[config.mk]
export PLATFORM = sky130hd
export DESIGN_NAME = spi_lcd_rx
export DESIGN_NICKNAME = d
export VERILOG_FILES = /design/src/rtl/spi_lcd_rx.sv
export SDC_FILE = /design/constraint.sdc
export NUM_CORES = 1
export LEC_CHECK = 0
export CELL_PAD_IN_SITES_DETAIL_PLACEMENT = 2
export CELL_PAD_IN_SITES_GLOBAL_PLACEMENT = 2
export CORE_MARGIN = 2
export CORE_UTILIZATION = 42
export DETAILED_ROUTE_END_ITERATION = 10
export PLACE_DENSITY_LB_ADDON = 0.1
export SLEW_MARGIN = 0
export SYNTH_ARGS = -nofsm -noshare
export SYNTH_HDL_FRONTEND = slang
export SYNTH_SLANG_ARGS = --single-unit
[constraint.sdc]
create_clock -name clk -period 2.8 [get_ports clk]
set_clock_uncertainty 0.05 [all_clocks]
set_input_delay 0.84 -clock clk [delete_from_list [all_inputs] [get_ports clk]]
set_output_delay 0.84 -clock clk [all_outputs]
set_load 0.01 [all_outputs]
[src/rtl/spi_lcd_rx.sv]
`default_nettype none
// ============================================================================
// Module   : spi_lcd_rx
// Brief    : SPI (mode 0) LCD-bus receiver. Oversamples the SPI pins in the
//            system clock domain, assembles MSB-first bytes tagged with the
//            D/C flag and queues them in a small FIFO with valid/ready output.
// Revision : 1.0 - initial release
// ============================================================================
module spi_lcd_rx #(
    parameter int FIFO_DEPTH = 8,
    parameter int FIFO_AW    = 3
) (
    input  logic        clk,
    input  logic        rst_n,
    input  logic        spi_clk,
    input  logic        spi_mosi,
    input  logic        spi_dc,
    input  logic        spi_cs,
    output logic        rx_valid,
    input  logic        rx_ready,
    output logic [7:0]  rx_data,
    output logic        rx_dc,
    output logic [15:0] frame_bytes,
    output logic        overflow,
    input  logic        ovf_clr,
    output logic        frame_err
);

    localparam logic [0:0]       c_st_idle  = 1'b0;
    localparam logic [0:0]       c_st_shift = 1'b1;
    localparam logic [FIFO_AW:0] c_depth    = (FIFO_AW+1)'(FIFO_DEPTH);
    localparam logic [FIFO_AW:0] c_cnt_one  = (FIFO_AW+1)'(1);
    localparam logic [FIFO_AW-1:0] c_ptr_one = FIFO_AW'(1);

    // Synchronizer stages (third stage only on clock and chip select)
    logic r_sclk_s1, r_sclk_s2, r_sclk_s3;
    logic r_cs_s1, r_cs_s2, r_cs_s3;
    logic r_mosi_s1, r_mosi_s2;
    logic r_dc_s1, r_dc_s2;

    // Frame-start qualification after reset
    logic [1:0] r_fill;
    logic       r_cs_armed;

    // Byte assembly
    logic [0:0]  r_state;
    logic [2:0]  r_bit_cnt;
    logic [7:0]  r_shift;
    logic        r_push;
    logic        r_push_dc;
    logic [15:0] r_frame_bytes;
    logic        r_frame_err;

    // FIFO
    logic [8:0]         r_mem [FIFO_DEPTH];
    logic [FIFO_AW-1:0] r_wr_ptr;
    logic [FIFO_AW-1:0] r_rd_ptr;
    logic [FIFO_AW:0]   r_count;
    logic               r_overflow;

    logic       w_sclk_rise;
    logic       w_cs_fall;
    logic       w_full;
    logic       w_empty;
    logic       w_pop;
    logic       w_wr;
    logic       w_drop;
    logic [8:0] w_head;

    // Bring the SPI pins into the clk domain; CS idles high through reset
    always_ff @(posedge clk or negedge rst_n) begin
        if (!rst_n) begin
            r_sclk_s1 <= 1'b0;
            r_sclk_s2 <= 1'b0;
            r_sclk_s3 <= 1'b0;
            r_cs_s1   <= 1'b1;
            r_cs_s2   <= 1'b1;
            r_cs_s3   <= 1'b1;
            r_mosi_s1 <= 1'b0;
            r_mosi_s2 <= 1'b0;
            r_dc_s1   <= 1'b0;
            r_dc_s2   <= 1'b0;
        end else begin
            r_sclk_s1 <= spi_clk;
            r_sclk_s2 <= r_sclk_s1;
            r_sclk_s3 <= r_sclk_s2;
            r_cs_s1   <= spi_cs;
            r_cs_s2   <= r_cs_s1;
            r_cs_s3   <= r_cs_s2;
            r_mosi_s1 <= spi_mosi;
            r_mosi_s2 <= r_mosi_s1;
            r_dc_s1   <= spi_dc;
            r_dc_s2   <= r_dc_s1;
        end
    end

    // Arm frame detection only once a genuinely high CS has passed through
    // the synchronizer, so a CS held low across reset is not a new frame
    always_ff @(posedge clk or negedge rst_n) begin
        if (!rst_n) begin
            r_fill     <= 2'd0;
            r_cs_armed <= 1'b0;
        end else begin
            if (r_fill != 2'd3) begin
                r_fill <= r_fill + 2'd1;
            end
            if ((r_fill == 2'd3) && r_cs_s2) begin
                r_cs_armed <= 1'b1;
            end
        end
    end

    assign w_sclk_rise = r_sclk_s2 & ~r_sclk_s3;
    assign w_cs_fall   = r_cs_armed & r_cs_s3 & ~r_cs_s2;

    // Frame FSM: shift bits while CS is low, emit a push per completed byte
    always_ff @(posedge clk or negedge rst_n) begin
        if (!rst_n) begin
            r_state       <= c_st_idle;
            r_bit_cnt     <= 3'd0;
            r_shift       <= 8'd0;
            r_push        <= 1'b0;
            r_push_dc     <= 1'b0;
            r_frame_bytes <= 16'd0;
            r_frame_err   <= 1'b0;
        end else begin
            r_push      <= 1'b0;
            r_frame_err <= 1'b0;
            case (r_state)
                c_st_idle: begin
                    if (w_cs_fall) begin
                        r_state       <= c_st_shift;
                        r_bit_cnt     <= 3'd0;
                        r_frame_bytes <= 16'd0;
                    end
                end
                default: begin
                    if (r_cs_s2) begin
                        // A partial byte is simply abandoned
                        r_state   <= c_st_idle;
                        r_bit_cnt <= 3'd0;
                        if (r_bit_cnt != 3'd0) begin
                            r_frame_err <= 1'b1;
                        end
                    end else if (w_sclk_rise) begin
                        r_shift   <= {r_shift[6:0], r_mosi_s2};
                        r_bit_cnt <= r_bit_cnt + 3'd1;
                        if (r_bit_cnt == 3'd7) begin
                            // The full byte sits in r_shift during the push
                            // cycle; the next SPI edge is several clks away
                            r_push    <= 1'b1;
                            r_push_dc <= r_dc_s2;
                            if (r_frame_bytes != 16'hFFFF) begin
                                r_frame_bytes <= r_frame_bytes + 16'd1;
                            end
                        end
                    end
                end
            endcase
        end
    end

    assign w_empty = (r_count == '0);
    assign w_full  = (r_count == c_depth);
    assign w_pop   = ~w_empty & rx_ready;
    // A full FIFO still accepts the push when the head leaves this cycle
    assign w_wr    = r_push & (~w_full | w_pop);
    assign w_drop  = r_push & w_full & ~w_pop;

    // FIFO pointers and occupancy
    always_ff @(posedge clk or negedge rst_n) begin
        if (!rst_n) begin
            r_wr_ptr <= '0;
            r_rd_ptr <= '0;
            r_count  <= '0;
        end else begin
            if (w_wr) begin
                r_wr_ptr <= r_wr_ptr + c_ptr_one;
            end
            if (w_pop) begin
                r_rd_ptr <= r_rd_ptr + c_ptr_one;
            end
            case ({w_wr, w_pop})
                2'b10:   r_count <= r_count + c_cnt_one;
                2'b01:   r_count <= r_count - c_cnt_one;
                default: r_count <= r_count;
            endcase
        end
    end

    // FIFO storage; contents are qualified by the count, so no reset needed
    always_ff @(posedge clk) begin
        if (w_wr) begin
            r_mem[r_wr_ptr] <= {r_push_dc, r_shift};
        end
    end

    // Sticky overflow; a new drop wins over a simultaneous clear
    always_ff @(posedge clk or negedge rst_n) begin
        if (!rst_n) begin
            r_overflow <= 1'b0;
        end else if (w_drop) begin
            r_overflow <= 1'b1;
        end else if (ovf_clr) begin
            r_overflow <= 1'b0;
        end
    end

    assign w_head      = w_empty ? 9'd0 : r_mem[r_rd_ptr];
    assign rx_valid    = ~w_empty;
    assign rx_dc       = w_head[8];
    assign rx_data     = w_head[7:0];
    assign frame_bytes = r_frame_bytes;
    assign overflow    = r_overflow;
    assign frame_err   = r_frame_err;

endmodule
`default_nettype wire
Word-level counts from Yosys, hierarchy flattened. Memories as Yosys holds them, arrays and structs flattened. Index checks and enable logic that the tools add are counted.

Add/sub/neg operators: 7. Eq/ne operators: 12. Muxes and demuxes: 26. Bitwise logic cells: 13. Reductions and logical operators: 10.

Operators with widths (number): $mux W16 (6); $add A16 B1 Y16 const B (1); $ne A16 B16 Y1 const B (1); $mux W1 (14); $mux W3 (4); $add A3 B1 Y3 const B (3); $mux W9 (1); $pmux W4 S2 (1); $and A1 B1 Y1 (7); $ne A2 B1 Y1 const B (3); $reduce_bool A2 Y1 (3); $not A1 Y1 (5); $reduce_and A5 Y1 (1); $add A4 B1 Y4 const B (1); $eq A2 B2 Y1 const B (2); $eq A4 B4 Y1 const B (1); $logic_not A4 Y1 (1); $ne A2 B2 Y1 const B (2); $reduce_and A4 Y1 (1); $sub A4 B1 Y4 const B (1); $eq A3 B3 Y1 const B (1); $ne A3 B2 Y1 const B (1); $reduce_and A3 Y1 (1); $reduce_bool A3 Y1 (1); other kinds (5) (5).

Register bits: 55. Bits in writable memories: 72. Input bits: 8. Output and inout port bits: 28. Word-level logic and storage cells: 92. Memories: 1.

Memory list: r_mem (depth 8, bits a word 9, rd ports 1, clocked after memory_dff 0, write ports 1, line 55) `logic [8:0] r_mem [FIFO_DEPTH];`.

Logic depth before layout (Yosys ltp). Gate-level depths: netlist of run 1.

Word-level depth: 7. Gate-level depth with buffers: 10. Gate-level depth less buffers: 9.

Worst setup path after synthesis of run 1. Ideal clock, no wire load.

Path type: flip-flop to output port. From: register r_rd_ptr[0]. To: output rx_data[0]. Arrival time: 1660 ps. Slack: 250 ps. Stages on the path, launching flop included: 6. Cell sequence: dfrtp_1 > buf_2 > buf_2 > mux4_2 > mux2i_1 > nor2_1.

Cells in the longest elaborated chain, start to end: 2.

RTL lines: from (decl) (line 57) `logic [FIFO_AW-1:0] r_rd_ptr;`; from (signal assigned) (line 181) `r_rd_ptr <= r_rd_ptr + c_ptr_one;`; $mem_v2 Z8 W9; $mux W9 (line 209) `assign w_head = w_empty ? 9'd0 : r_mem[r_rd_ptr];`; to (decl) (line 21) `output logic [7:0] rx_data,`.

No other way between the ends.

Worst setup path after layout of run 1.
From: register r_rd_ptr[0]. To: output rx_data[6].

The elaborated chain is that of the path after synthesis.

==> results_dict.tcl, run 1 <==
set metrics [dict create \
    status "finished, violations left" \
    violations "setup timing" \
    vias 3219 \
    post-place-ws_ns -0.0450 \
    first_iter_violations 174 \
    slowest_stage "mux4_2" \
    hold_violations 0 \
    yosys_warnings 0 \
    synth_edf_count 72 \
    io_pins 36 \
    worst_slew_pin_slew_ns 0.621 \
    min_path_type "reg -> reg" \
    clock_latency_ns 0.41 \
    drc 0 \
    hpwl_um 8680 \
    path_buf_inv 3 \
    slew_headroom_pct 58.6 \
    grt_pass1_wl_um 21900 \
    cp_max_fo 5 \
    critPathArrivalTime_ns 1.98 \
    syn_area_um2 5230 \
    grt-ovfl-total 0 \
    setup_viol 5 \
    powerDensity_nw_per_um2 644 \
    reg2reg_from "frame_bytes[12]$_DFFE_PN0P_" \
    cp_slowest_stage_delay_ns 0.53 \
    min_period_ns 2.87 \
    worstPathRequired_ns 1.91 \
    fmax_ghz 0.349 \
    fillers 1104 \
    diodes 0 \
    drt-pass1-iter-count 4 \
    ys.flop_type "edfxtp_1" \
    seqPwrFrac_pct 48.7 \
    final_layout_size_suffix_gt1_share_pct 23.1 \
    crit_type "reg -> out" \
    crit_path_start_kind "flip-flop" \
    postSynthCellCount 352 \
    final_nets 441 \
    hold_path_startpoint "r_mosi_s1$_DFF_PN0_" \
    p_switching_w 0.000856 \
    track_usage_pct 23.0 \
    clk_path_buf_depth 2 \
    stdcell_count 606 \
    rsz0062_at_grt "yes" \
    die_h_um 116 \
    core-area_um2 12100 \
    yosys.cell_count.top_type "edfxtp_1" \
    p_int_w 0.00338 \
    crit_start "r_rd_ptr[0]$_DFFE_PN0N_" \
    setup_slack_ns -0.0674 \
    viasPerCell 5.31 \
    critical_path.top_delay_family "multiplexers" \
    die_w_um 116 \
    place.gp.congestion 0.732 \
    floorplan.initialDensity_pct 43.3 \
    utilization_pct 54.5 \
    cts-htree-levels 4 \
    timing.final.crit_share_pct 102 \
    cts.sink_count 127 \
    rows 40 \
    p_clk_share_pct 49.8 \
    die-area_um2 13300 \
    drv_slew 0 \
    cts_tree "yes" \
    ant_nets 0 \
    ir_worst_vdd_v 0.000381 \
    async_reset_ff_share_pct 43.3 \
    dp.cells 565 \
    synth_area_leaders "edfxtp_1 (41%), dfrtp_1 (25%), mux4_2 (7.8%)" \
    wl_um 13700 \
    crit_path_cell_trace "buf_12, buf_12, mux4_2, mux2i_2, nor2_1, buf_2" \
    antenna_found_initial 0 \
    power.total_w 0.00424 \
    power_leakage_nw 2.60 \
    numCtsBuffers 17 \
    synth_top_area_share_pct 41.4 \
    yosys.cell_types.count 48 \
    synth_area_leader_cell "edfxtp_1" \
    end_kind "primary output" \
    syn_to_final_growth_pct 25.9 \
    maxCapViolations 0 \
    combinationalPowerShare_pct 1.6 \
    fin_hold_ws_ns 0.297 \
    clock-root-buffer "clkbuf_16" \
    numPortBuffers 35 \
    path_common_cell "buf_12" \
    grt_max_degree 31 \
    avgSynthCellArea_um2 14.8 \
    netSwitchingFraction_pct 20.2 \
    synthTopCellsByCount "edfxtp_1 (72), dfrtp_1 (52), nand2_1 (42)" \
    cts_hold_buf 0 \
    yosysSeqAreaShare_pct 67.8 \
    grt_pass1_vias 3747 \
    clk_pin_slew_ns 0.05 \
    ys_seq_elements 127 \
    wl_per_cell_um 22.7 \
    syn-num-nets 368 \
]
==> kinds of logic (layout without fill, tap and decap cells) <==
logic type	Yosys count	in the layout	share of synthesized area, %
xor gates and xnor gates	15	15	2.51
buffers and inverters	18	104	1.51
adders and majority gates	8	8	1.92
muxes	32	32	10.6
DFF	127	127	67.8
and+or+nand+nor	121	121	11.9
AOI/OAI and AO/OA	31	31	3.71
==> through the flow <==
stage | TNS [ns] | area, µm²
2_1_floorplan | 0 | 5230
3_3_place_gp | 0 | 5930
3_5_place_dp | -0.0450 | 5930
4_1_cts | -0.332 | 6560
5_1_grt | -0.893 | 6580
6_report | -0.230 | 6580
==> per-layer routing <==
layer	up-vias	wire [µm]	track usage, %
li1	1457	-	-
met1	1685	5590	26.9
met2	54	7560	41.3
met3	23	354	5.23
met4	0	240	8.76
met5	-	0	0
==> what timing repair did <==
action                                  4_1_cts  5_1_grt
endpoints found under the setup margin       10       10
cloned                                        2        0
buffers inserted                              3        5
gates resized for setup                      45        2
==> worst paths after layout <==
check                                               to  slack (ns)  cells after the start
min in group asynchronous  frame_bytes[15]$_DFFE_PN0P_        0.39                      1
hold / removal                     r_mosi_s2$_DFF_PN0_        0.30                      0
max in group asynchronous       r_count[0]$_DFFE_PN0P_        1.70                      2
setup reg to reg            frame_bytes[3]$_DFFE_PN0P_        0.63                      5
setup / recovery                            rx_data[6]       -0.07                      6
hold reg to reg                    r_mosi_s2$_DFF_PN0_        0.30                      0
==> power groups by stage <==
stage	registers, W	logic (W)	clock network (W)
floorplan	0.00208	0.0000240	0
global placement	0.00209	0.0000625	0
detailed placement	0.00210	0.0000664	0
CTS	0.00206	0.0000688	0.00216
global route	0.00207	0.0000754	0.00222
finish	0.00206	0.0000657	0.00211
==> area by class of cell <==
type,instances,area [µm²],share of cell area [%]
repair buffers,64,612,9.30
inverters,8,30.0,0.457
multi-input cells,207,1610,24.5
clock inverters,6,56.3,0.856
flip-flops and latches,127,3540,53.9
well taps,168,210,3.20
clock buffers,26,510,7.76
==> registers in the layout, indices dropped and copies added, names as in the netlist, 2 cells and up <==
name and cells:
r_wr_ptr 3, r_shift 8, r_bit_cnt 3, r_mem 72
r_fill 2, r_count 4, frame_bytes 16, r_rd_ptr 3
==> cell usage in the layout, fill, tap and decap left out, types with 5 or more instances in the layout <==
master and instances:
nand3_1 14, dfrtp_1 50, xnor2_1 8, inv_1 7, clkbuf_16 18, edfxtp_1 72
ha_1 8, and3_1 5, a21oi_1 8, buf_12 5, xor2_1 7, clkdlybuf4s50_1 25
nor2_1 26, o21ai_0 9, buf_4 21, clkbuf_1 5, nand2_1 42, buf_2 10
mux2i_1 9, mux4_2 18, nor3_1 7
Power figures use the tool's default switching activity.
==> run 2, diff against run 1 <==
CAP_MARGIN = 10   (was unset)
CELL_PAD_IN_SITES_DETAIL_PLACEMENT = unset   (was 2)
CELL_PAD_IN_SITES_GLOBAL_PLACEMENT = unset   (was 2)
CORE_UTILIZATION = 58   (was 42)
PLACE_DENSITY = 0.79   (was unset)
PLACE_DENSITY_LB_ADDON = unset   (was 0.1)
==> run 2 against run 1 <==
The run still ends with setup timing left; die area fell by 27%; clock power decreased by 3%; non-clock buffer count up 6; setup slack lost 0.13 ns; combinational power shrank 5.0%; clock-buffer cell count unchanged; sequential share of layout area rose by 0.44 points; first-iteration DRC count rose by 34%; sequential power barely moved; critical path type unchanged; largest power group is now registers; highest routed layer unchanged.
==> results_dict.tcl, run 2 (synthesis results as in run 1) <==
set metrics [dict create \
    tns_ns -1.13 \
    cp_max_fo 4 \
    place.gp.congestion 0.833 \
    crit_path_start_kind "flip-flop" \
    ir_worst_vdd_v 0.000455 \
    io_pins 36 \
    clk_pin_slew_ns 0.06 \
    grt_max_degree 31 \
    crit_type "reg -> out" \
    grt_pass1_vias 3398 \
    die-area_um2 9780 \
    max_flop_register "r_mem" \
    fmax_ghz 0.333 \
    first_iter_violations 233 \
    die_h_um 98.9 \
    post-place-ws_ns 0.110 \
    timing.final.crit_share_pct 107 \
    maxCapViolations 0 \
    cts_hold_buf 0 \
    rows 34 \
    largest_reg_flops 72 \
    numCtsBuffers 17 \
    powerDensity_nw_per_um2 638 \
    cts_tree "yes" \
    slew_headroom_pct 53.1 \
    ant_nets 0 \
    drc 0 \
    wl_per_cell_um 20.0 \
    grt-ovfl-total 0 \
    floorplan.initialDensity_pct 59.9 \
    die_w_um 98.9 \
    wl_um 11100 \
    power.total_w 0.00416 \
    viasPerCell 5.79 \
    vias 3194 \
    hpwl_um 6120 \
    power_leakage_nw 2.64 \
    clk_path_buf_depth 2 \
    track_usage_pct 24.8 \
    clock-root-buffer "clkbuf_8" \
    cts-htree-levels 4 \
    end_kind "primary output" \
    final_layout_size_suffix_gt1_share_pct 24.1 \
    setup_viol 9 \
    clock_latency_ns 0.52 \
    numPortBuffers 35 \
    violations "setup timing" \
    drt-pass1-iter-count 4 \
    worst_slew_pin_slew_ns 0.704 \
    grt_pass1_wl_um 17900 \
    min_period_ns 3.00 \
    core-area_um2 8720 \
    final_common_cell "edfxtp_1" \
    final_nets 447 \
    fillers 521 \
    rsz0062_at_grt "yes" \
    worstPathRequired_ns 1.91 \
    critPathArrivalTime_ns 2.11 \
    diodes 0 \
    antenna_found_initial 0 \
    status "finished, violations left" \
    syn_to_final_growth_pct 24.9 \
    drv_slew 0 \
    fin_hold_ws_ns 0.300 \
    setup_slack_ns -0.201 \
    hold_violations 0 \
    min_path_type "reg -> reg" \
    cts.sink_count 127 \
    final_cell_mix "edfxtp_1 (72), dfrtp_1 (49), nand2_1 (42), nor2_1 (26)" \
]
## run 2: worst max-delay path, cell delays in order (launching register included)
cell and delay [ns]:
dfrtp_2 0.42, buf_12 0.13, buf_6 0.11, mux4_2 0.49, mux2i_1 0.21, nor2_1 0.09, buf_2 0.15
## run 2: worst paths after layout
path / slack, ns / end / from / cells past startpoint
max: -0.20 / rx_data[2] / r_rd_ptr[0]$_DFFE_PN0N_ / 6
min: 0.30 / r_dc_s2$_DFF_PN0_ / r_dc_s1$_DFF_PN0_ / 0
max reg2reg: 0.81 / frame_bytes[4]$_DFFE_PN0P_ / frame_bytes[12]$_DFFE_PN0P_ / 5
min reg2reg: 0.30 / r_dc_s2$_DFF_PN0_ / r_dc_s1$_DFF_PN0_ / 0
max in group asynchronous: 1.79 / r_shift[5]$_DFFE_PN0P_ / rst_n / 2
min in group asynchronous: 0.32 / r_fill[1]$_DFFE_PN0P_ / rst_n / 1
## run 2: area by class of cell
cell class	instances	area, µm²	share of cell area, %
tap	108	135	2.07
timing repair buffer	70	654	10.0
inverter	8	30.0	0.460
clock inverter	6	57.6	0.882
sequential	127	3550	54.3
multi-input combinational	207	1600	24.6
clock buffer	26	499	7.65
## run 2: layer usage
metal	up-vias	GRT usage [%]	share of wire, %
met5	-	0	0
met4	0	9.38	1.4
met3	15	6.60	5.6
met2	99	43.3	54
met1	1604	29.7	39
li1	1476	-	-
## run 2: through the flow
| stage | instance area (µm²) | util, % | std cells |
|---|---|---|---|
| global route | 6530 | 74.8 | 552 |
| detailed placement | 5840 | 67.0 | 506 |
| CTS | 6560 | 75.3 | 552 |
| global placement | 5840 | 67.0 | 506 |
| floorplan | 5230 | - | 352 |
| finish | 6530 | 74.8 | 552 |
## run 2: power by group
part	total [W]	switching (W)	internal, W
sequential	0.00206	0.0000404	0.00202
combinational	0.0000624	0.0000377	0.0000246
clock	0.00204	0.000748	0.00129
## run 2: what timing repair did
action                                  CTS  global route
resized for setup                        48             1
cloned                                    3             0
pin swaps                                 3             5
buffers inserted                         11             2
endpoints found under the setup margin   10             9
